## src/rtl/pe_lut_pkg.sv

```systemverilog
// Shared constants, types and helpers for the PE-LUT job sequencer.
// Holds the register map, the control-word layout, the FSM state type and the bus command struct.
package pe_lut_pkg;

    localparam int NUM_CSR = 16;
    localparam int CSR_W   = 35;
    localparam int IDX_W   = $clog2(NUM_CSR);

    localparam logic [63:0] CSR_MEM_BASE_ADDR = 64'h0000_0000_6000_0000;
    localparam logic [63:0] CSR_CONTROL_ADDR  = 64'h0000_0000_600F_0000;

    localparam int EN_LSB    = 0;
    localparam int CFG_LSB   = 16;
    localparam int READY_LSB = 48;

    localparam logic [7:0] SLOT_BYTE_EN = 8'h1F;
    localparam logic [7:0] CTRL_BYTE_EN = 8'h07;
    localparam logic [7:0] READ_BYTE_EN = 8'hFF;

    typedef enum logic [2:0] {
        ST_IDLE,
        ST_LOAD,
        ST_ENABLE,
        ST_POLL_REQ,
        ST_POLL_WAIT,
        ST_POLL_GAP,
        ST_CLEAR,
        ST_DONE
    } state_t;

    typedef struct packed {
        logic        req;
        logic        write_en;
        logic [7:0]  byte_en;
        logic [63:0] addr;
        logic [63:0] wdata;
    } mem_cmd_t;

    function automatic logic [63:0] csr_slot_addr(input logic [IDX_W-1:0] idx);
        return CSR_MEM_BASE_ADDR + {{(64-IDX_W-3){1'b0}}, idx, 3'b000};
    endfunction

    function automatic logic [63:0] ctrl_word(input logic [NUM_CSR-1:0] mask,
                                              input logic [1:0]         cfg);
        logic [63:0] w;
        w                    = '0;
        w[EN_LSB +: NUM_CSR] = mask;
        w[CFG_LSB +: 2]      = cfg;
        return w;
    endfunction

endpackage

```

## src/rtl/pe_lut_poll_timer.sv

```systemverilog
// Down-counter shared by the read-latency wait and the inter-poll gap.
// 'last' is high in the final cycle of a loaded interval (count of 1, or 0 when idle).
module pe_lut_poll_timer #(
    parameter int W = 16
) (
    input  logic         clk,
    input  logic         rst,
    input  logic         load,
    input  logic [W-1:0] load_val,
    input  logic         tick,
    output logic         last
);

    logic [W-1:0] count;

    always_ff @(posedge clk) begin
        if (rst) begin
            count <= '0;
        end else if (load) begin
            count <= load_val;
        end else if (tick && (count != '0)) begin
            count <= count - W'(1);
        end
    end

    assign last = (count <= W'(1));

endmodule

```

## src/rtl/pe_lut_job_sequencer.sv

```systemverilog
// Runs one PE-LUT job over the mem_* register port: load slots, enable, poll ready, clear, report.
// One bus request outstanding at most; a new descriptor is taken only in IDLE.
module pe_lut_job_sequencer
    import pe_lut_pkg::*;
#(
    parameter int READ_LATENCY = 2,
    parameter int POLL_GAP     = 8,
    parameter int MAX_POLLS    = 1024
) (
    input  logic                     clk_i,
    input  logic                     rst_i,
    input  logic                     job_valid_i,
    output logic                     job_ready_o,
    input  logic [NUM_CSR-1:0]       job_mask_i,
    input  logic [NUM_CSR*CSR_W-1:0] job_csr_data_i,
    input  logic [1:0]               job_result_cfg_i,
    output logic                     mem_req_o,
    output logic                     mem_write_en_o,
    output logic [7:0]               mem_byte_en_o,
    output logic [63:0]              mem_addr_o,
    output logic [63:0]              mem_wdata_o,
    input  logic [63:0]              mem_rdata_i,
    output logic                     busy_o,
    output logic                     done_o,
    output logic                     error_o,
    output logic [15:0]              poll_count_o
);

    localparam int               TIMER_W     = 16;
    localparam logic [IDX_W-1:0] LAST_IDX    = IDX_W'(NUM_CSR - 1);
    localparam logic [31:0]      MAX_POLLS_W = 32'(MAX_POLLS);

    state_t               state_q, state_d;
    logic [NUM_CSR-1:0]   mask_q;
    logic [1:0]           cfg_q;
    logic [CSR_W-1:0]     data_q [NUM_CSR];
    logic [IDX_W-1:0]     idx_q;
    logic [15:0]          poll_count_q;
    logic                 timeout_q;

    mem_cmd_t             cmd;
    logic                 timer_load;
    logic [TIMER_W-1:0]   timer_val;
    logic                 timer_tick;
    logic                 timer_last;

    logic                 accept;
    logic                 ready_ok;
    logic                 poll_limit;
    logic                 timeout_hit;
    logic                 unused_rdata;

    assign accept      = (state_q == ST_IDLE) && job_valid_i;
    // Ready bits of disabled slots are masked out so they cannot hold up completion.
    assign ready_ok    = ((mem_rdata_i[READY_LSB +: NUM_CSR] & mask_q) == mask_q);
    assign poll_limit  = ({16'b0, poll_count_q} == MAX_POLLS_W);
    assign timeout_hit = (state_q == ST_POLL_WAIT) && timer_last && !ready_ok && poll_limit;
    assign unused_rdata = ^mem_rdata_i[READY_LSB-1:0];

    pe_lut_poll_timer #(
        .W (TIMER_W)
    ) u_timer (
        .clk      (clk_i),
        .rst      (rst_i),
        .load     (timer_load),
        .load_val (timer_val),
        .tick     (timer_tick),
        .last     (timer_last)
    );

    always_ff @(posedge clk_i) begin
        if (rst_i) begin
            state_q      <= ST_IDLE;
            mask_q       <= '0;
            cfg_q        <= '0;
            idx_q        <= '0;
            poll_count_q <= '0;
            timeout_q    <= 1'b0;
            for (int i = 0; i < NUM_CSR; i++) begin
                data_q[i] <= '0;
            end
        end else begin
            state_q <= state_d;
            if (accept) begin
                mask_q       <= job_mask_i;
                cfg_q        <= job_result_cfg_i;
                idx_q        <= '0;
                poll_count_q <= '0;
                timeout_q    <= 1'b0;
                for (int i = 0; i < NUM_CSR; i++) begin
                    data_q[i] <= job_csr_data_i[i*CSR_W +: CSR_W];
                end
            end
            if (state_q == ST_LOAD) begin
                idx_q <= idx_q + IDX_W'(1);
            end
            if ((state_q == ST_POLL_REQ) && (poll_count_q != 16'hFFFF)) begin
                poll_count_q <= poll_count_q + 16'd1;
            end
            if (timeout_hit) begin
                timeout_q <= 1'b1;
            end
        end
    end

    always_comb begin
        state_d    = state_q;
        cmd        = '0;
        timer_load = 1'b0;
        timer_val  = '0;
        timer_tick = 1'b0;
        case (state_q)
            ST_IDLE: begin
                if (job_valid_i) begin
                    state_d = (job_mask_i == '0) ? ST_DONE : ST_LOAD;
                end
            end
            ST_LOAD: begin
                if (mask_q[idx_q]) begin
                    cmd.req                = 1'b1;
                    cmd.write_en           = 1'b1;
                    cmd.byte_en            = SLOT_BYTE_EN;
                    cmd.addr               = csr_slot_addr(idx_q);
                    cmd.wdata[CSR_W-1:0]   = data_q[idx_q];
                end
                if (idx_q == LAST_IDX) begin
                    state_d = ST_ENABLE;
                end
            end
            ST_ENABLE: begin
                cmd.req      = 1'b1;
                cmd.write_en = 1'b1;
                cmd.byte_en  = CTRL_BYTE_EN;
                cmd.addr     = CSR_CONTROL_ADDR;
                cmd.wdata    = ctrl_word(mask_q, cfg_q);
                state_d      = ST_POLL_REQ;
            end
            ST_POLL_REQ: begin
                cmd.req    = 1'b1;
                cmd.byte_en = READ_BYTE_EN;
                cmd.addr   = CSR_CONTROL_ADDR;
                timer_load = 1'b1;
                timer_val  = TIMER_W'(READ_LATENCY);
                state_d    = ST_POLL_WAIT;
            end
            ST_POLL_WAIT: begin
                timer_tick = 1'b1;
                if (timer_last) begin
                    if (ready_ok || poll_limit) begin
                        state_d = ST_CLEAR;
                    end else if (POLL_GAP == 0) begin
                        state_d = ST_POLL_REQ;
                    end else begin
                        timer_load = 1'b1;
                        timer_val  = TIMER_W'(POLL_GAP);
                        state_d    = ST_POLL_GAP;
                    end
                end
            end
            ST_POLL_GAP: begin
                timer_tick = 1'b1;
                if (timer_last) begin
                    state_d = ST_POLL_REQ;
                end
            end
            ST_CLEAR: begin
                cmd.req      = 1'b1;
                cmd.write_en = 1'b1;
                cmd.byte_en  = CTRL_BYTE_EN;
                cmd.addr     = CSR_CONTROL_ADDR;
                state_d      = ST_DONE;
            end
            ST_DONE: begin
                state_d = ST_IDLE;
            end
            default: begin
                state_d = ST_IDLE;
            end
        endcase
    end

    assign mem_req_o      = cmd.req;
    assign mem_write_en_o = cmd.write_en;
    assign mem_byte_en_o  = cmd.byte_en;
    assign mem_addr_o     = cmd.addr;
    assign mem_wdata_o    = cmd.wdata;

    assign job_ready_o  = (state_q == ST_IDLE);
    assign busy_o       = (state_q != ST_IDLE);
    assign done_o       = (state_q == ST_DONE);
    assign error_o      = (state_q == ST_DONE) && timeout_q;
    assign poll_count_o = poll_count_q;

endmodule

```

## config.mk

```make
export PLATFORM = sky130hd
export DESIGN_NAME = pe_lut_job_sequencer
export DESIGN_NICKNAME = d
export VERILOG_FILES = /design/src/rtl/pe_lut_pkg.sv /design/src/rtl/pe_lut_poll_timer.sv /design/src/rtl/pe_lut_job_sequencer.sv
export SDC_FILE = /design/constraint.sdc
export NUM_CORES = 1
export LEC_CHECK = 0
export CAP_MARGIN = 5
export CELL_PAD_IN_SITES_DETAIL_PLACEMENT = 1
export CELL_PAD_IN_SITES_GLOBAL_PLACEMENT = 1
export CORE_AREA = 2 2 311 313
export DETAILED_ROUTE_END_ITERATION = 6
export DIE_AREA = 0 0 313 315
export HOLD_SLACK_MARGIN = 0.03
export PLACE_DENSITY = 0.65
export SYNTH_ARGS = -nofsm -noshare
export SYNTH_HDL_FRONTEND = slang
export SYNTH_SLANG_ARGS = --single-unit
export TNS_END_PERCENT = 50
```

## constraint.sdc

```tcl
create_clock -name clk_i -period 19.55 [get_ports clk_i]
set_clock_uncertainty 0.2 [all_clocks]
set_input_delay 3.91 -clock clk_i [delete_from_list [all_inputs] [get_ports clk_i]]
set_output_delay 3.91 -clock clk_i [all_outputs]
set_load 0.05 [all_outputs]
```

-- Word level (Yosys, flattened, before mapping)
Memory sizes are Yosys's and may differ from the RTL's. A register that Yosys moved wholly into a read port is not among the register bits.
Cells that the tools add are included.
- register bits after elaboration: 58
- bits in writable memories: 560
- bits of input ports: 645
- output and inout port bits: 158
- word-level logic and storage cells: 120
- memories: 1
- memory list (name ; words ; bits a word ; rd ports ; clocked after Yosys merged registers in ; wr ports ; line ; RTL):
    data_q ; 16 ; 35 ; 1 ; 1 ; 16 ; pe_lut_job_sequencer.sv:36 ; logic [CSR_W-1:0] data_q [NUM_CSR];
- add/subtract/negate cells: 4
- magnitude comparators: 2
- equal/unequal tests: 15
- mux-type cells: 53
- bitwise operators: 17
- reductions and logical operators: 21
- operators with widths (operator ; number):
    35-bit two-way mux ; 17
    72-bit case mux with 3 select lines ; 1
    74-bit two-way mux ; 1
    35-bit case mux with 2 select lines ; 1
    16-bit two-way mux ; 4
    31-bit by 7-bit adder with 32-bit output, first input constant ; 1
    4-bit two-way mux ; 6
    3-bit case mux with 8 select lines ; 1
    16-bit by 1-bit adder with 16-bit output, second input constant ; 1
    16-bit bitwise AND ; 1
    16-bit by 11-bit equality test with 1-bit output, second input constant ; 1
    16-bit equality test ; 1
    16-bit by 1-bit less-or-equal comparator with 1-bit output, second input constant ; 1
    16-bit logical NOT ; 1
    16-bit inequality test, second input constant ; 1
    1-bit bitwise OR ; 16
    16-bit nonzero test ; 1
    16-bit by 1-bit subtractor with 16-bit output, second input constant ; 1
    3-bit two-way mux ; 5
    3-bit equality test, second input constant ; 4
    1-bit two-way mux ; 11
    4-bit case mux with 2 select lines ; 1
    2-bit nonzero test ; 4
    1-bit logical AND ; 7
    17 further kinds ; 23

-- Longest topological paths before layout
- depth in word-level cells: 7
- depth in mapped cells: 9
- depth with buffers taken out: 8

-- Cells and area by module
From an unflattened synthesis, not the netlist that was laid out.
- cells, all modules: 2049
- area total of the unflattened synthesis: 29542.1 µm²
- modules (own cells, without submodules) (module ; times used ; cells an instance ; area each (µm²) ; sequential area each (µm²)):
    pe_lut_job_sequencer ; 1 ; 1933 ; 28584.9 ; 17737.0
    pe_lut_poll_timer ; 1 ; 116 ; 957.2 ; 320.3

-- Worst setup path before layout
No wires, ideal clock.
- path kind: input-to-reg
- start point: input port rst_i
- end point: register poll_count_q[14], in the netlist poll_count_o[14]
- setup time: 0.145 ns
- data arrival time: 17.714 ns
- required time: 19.205 ns
- slack: 1.491 ns
- cell stages on the path: 7
- buffers on the path: 2
- path through: clkbuf_1 > inv_1 > nand2_1 > nor2_1 > clkbuf_1 > o21ai_0 > o31ai_1
- RTL lines (element ; line ; RTL):
    from (decl) ; pe_lut_job_sequencer.sv:11 ; input logic rst_i,
    to (signal assigned) ; pe_lut_job_sequencer.sv:98 ; poll_count_q <= poll_count_q + 16'd1;
    to (decl) ; pe_lut_job_sequencer.sv:38 ; logic [15:0] poll_count_q;

==> impl_results.md <==
* Row cnt at 114
* Syn_area_per_cell at ~15 sq um
* Clk buf depth at 3
* Top_reg_cell synth: edfxtp_1
* Final Hold Viols at 0
* Critical path arrival at between 4000 and 5000 ps
* Final setup viols at 0
* Power density over the cells at around 120 mW/mm^2
* Post-Syn Area at roughly 0.029 sq mm
* Count leader, synth: edfxtp_1
* Hold-fix buffer count after cts at 0
* Final net count at roughly 3200
* Synth unique cells at between 50 and 60
* Max cap viols at 0
* Unrepaired setup endpoints after global routing: false
* CTS sink count at 622
* Worst-path clk slew at about 60 ps
* Die Ht at between 300 and 400 um
* Layout cells sized above 1 at about an eighth
* Critical Path End Type: output port
* Max-slew violations at 0
* Hold Crit Class: flip-flop to flip-flop
* Status: finished clean
* Flop-to-flop setup slack at approximately 14000 ps
* Die width at approximately 310 um
* Tot GR Track Use at between 20% and 30%
* Commonest cells in the netlist: edfxtp_1, and3_1, nor2b_1
* Routed wire length at around 100000 um
* Worst slew pin tran at around 1200 ps
* Number of global-route vias before repair at ~21000
* Number of flops mapped to enable cells by yosys at 560
* Overall Power at about 4.5 mW
* Setup bufs post-CTS at 0
* Post-DP HPWL at 73100 um
* Starting Density at 30.3%
* Grt total ovfl at 0
* Core area at between 0.09 and 0.1 sq mm
* YS warnings at 0
* Crit start category: flip-flop
* RR Endpoint: data_q[13][27]
* CTS tree: built
* Layout area overhead at 34.3%
* Worst r2r src: state_q[2]
* Achievable Freq at 0.117 GHz
* Worst-path maximum fanout at 47
* Cell count after synthesis at 1976
* Final min period at 8560 ps
* Drt wl/cell at ~26 um
* Vias per inst at just under 5
* Non-filler cells, final at 3917
* Root buffer cell: clkbuf_16
* Hold endpoint: cfg_q[1]
* Min-Delay Startpoint: cfg_q[1]
* Flops & latches, synth at 622
* GPL Wtd Cong at 0.874
* Hold path cells at 2
* Die area at 0.0986 sq mm
* Leakage at between 10 and 15 nW
* Top-area cell type share of the netlist area at between 50 and 60%
* Synth area leaders: edfxtp_1, mux4_2, and3_1
* Clock Latency Late Sink at roughly 640 ps
* Final instance area at ~0.039 sq mm
* Peak VDD IR at 0.0636 mV
* Place WS at 10260 ps
* Router iterations before antenna repair at 5
* Cell Area, Placed at approximately 0.037 sq mm
* Largest net degree at the start of global routing at 140
* Tcrit/Tclk final at about 44%
* PortBufs at 671
* Setup Crit Path Kind: flip-flop to output port
* Worst Hold Slack at ~260 ps
* Placed Cells at around 3800
* Seq/Total Area, Yosys at between 60% and 70%
* Antenna-violating nets left at 0
* Final WS setup at 10990 ps
* # IOs at between 800 and 900
* Reg2reg path depth at 8
* Post-CTS sizing at 0
* Synth area leader: edfxtp_1
* Via count at around 19000
* Finished Core Util at between 40% and 50%
* Post-route DRC at 0
* H-Tree Depth at 3
* First-pass GRT wire length at 143000 um
* Num CTS Buffers at 75
* Fraction of registers with async set/reset at 0%
* Setup TNS at 0 ps
* Max-slew headroom at 20.5%
* Initial antenna violation count at 35
* Required time of the critical path at roughly 15000 ps
* DRT iter0 DRCs at around 1200
[sequential cells by signal (all words and copies together) (netlist names), named ones only]
register,flops
data_q,560
idx_q,4
timeout_q,1
poll_count_o,16
mask_q,16
u_timer.count,16
cfg_q,2
state_q,3
[logic make-up after synthesis]
logic type      synth area share, %
simple gates                   15.8
flops                          62.2
buf+inv                        4.78
mux                            14.1
compound gates                 2.50
xor+xnor                      0.362
fa+ha+maj                     0.215
other cells                  0.0129
[worst max-delay path: stages, from the launching register on]
cell             delay, ps
dfxtp_4                770
buf_4                  770
mux4_2                 570
mux4_2                 590
a22o_1                 250
clkdlybuf4s50_1        720
[metal layers]
metal	vias up	global-route usage, %	routed length, um	share of wire, %
met5	-	0	230	0.23
met3	151	6.04	7140	7.1
met2	666	36.6	53000	53
li1	8593	-	-	-
met1	9698	22.3	37500	37
met4	32	6.05	2630	2.6
[worst max-delay path by stage]
stage / endpoint / slack, ps / cells past startpoint
after floorplan: poll_count_o[14] / 1490 / 7
after global placement: data_q[8][26] / 10520 / 6
after detailed placement: data_q[14][29] / 10260 / 6
after CTS: mem_wdata_o[14] / 10880 / 5
after global routing: data_q[14][29] / 10660 / 6
final: mem_wdata_o[14] / 10990 / 5
[report_power, final]
part,leakage [nW],internal [mW],switching (mW)
clock,1.17,0.809,0.567
combinational,7.25,0.508,0.721
sequential,6.43,1.79,0.107
[layout make-up]
type,instances,area (sq um)
Clock buffer,98,2060
Tap cell,1276,1600
Multi-Input combinational cell,1161,9930
Timing Repair Buffer,694,6910
Inverter,15,63.8
Fill cell,9777,56700
Antenna cell,14,35.0
Sequential cell,622,18100
Clock inverter,37,344
[cells in the final DEF, fill, tap and decap left out, drive strengths merged, types with 4 or more instances in the layout]
master and n:
a2111oi 6, a21oi 27, a22o 18, a31oi 6
and2 21, and3 358, buf 23, bufinv 5
clkbuf 99, clkdlybuf4s50 670, clkinv 24, conb 83
dfxtp 62, diode 14, edfxtp 560, ha 5
inv 20, mux2i 5, mux4 179, nand2 68
nand2b 5, nand3 12, nor2 39, nor2b 225
nor3 8, nor4 8, o21ai 21, o31ai 6
or3 7, or4 5, xnor2 8, xor2 4
Power figures use the tool's default switching activity.
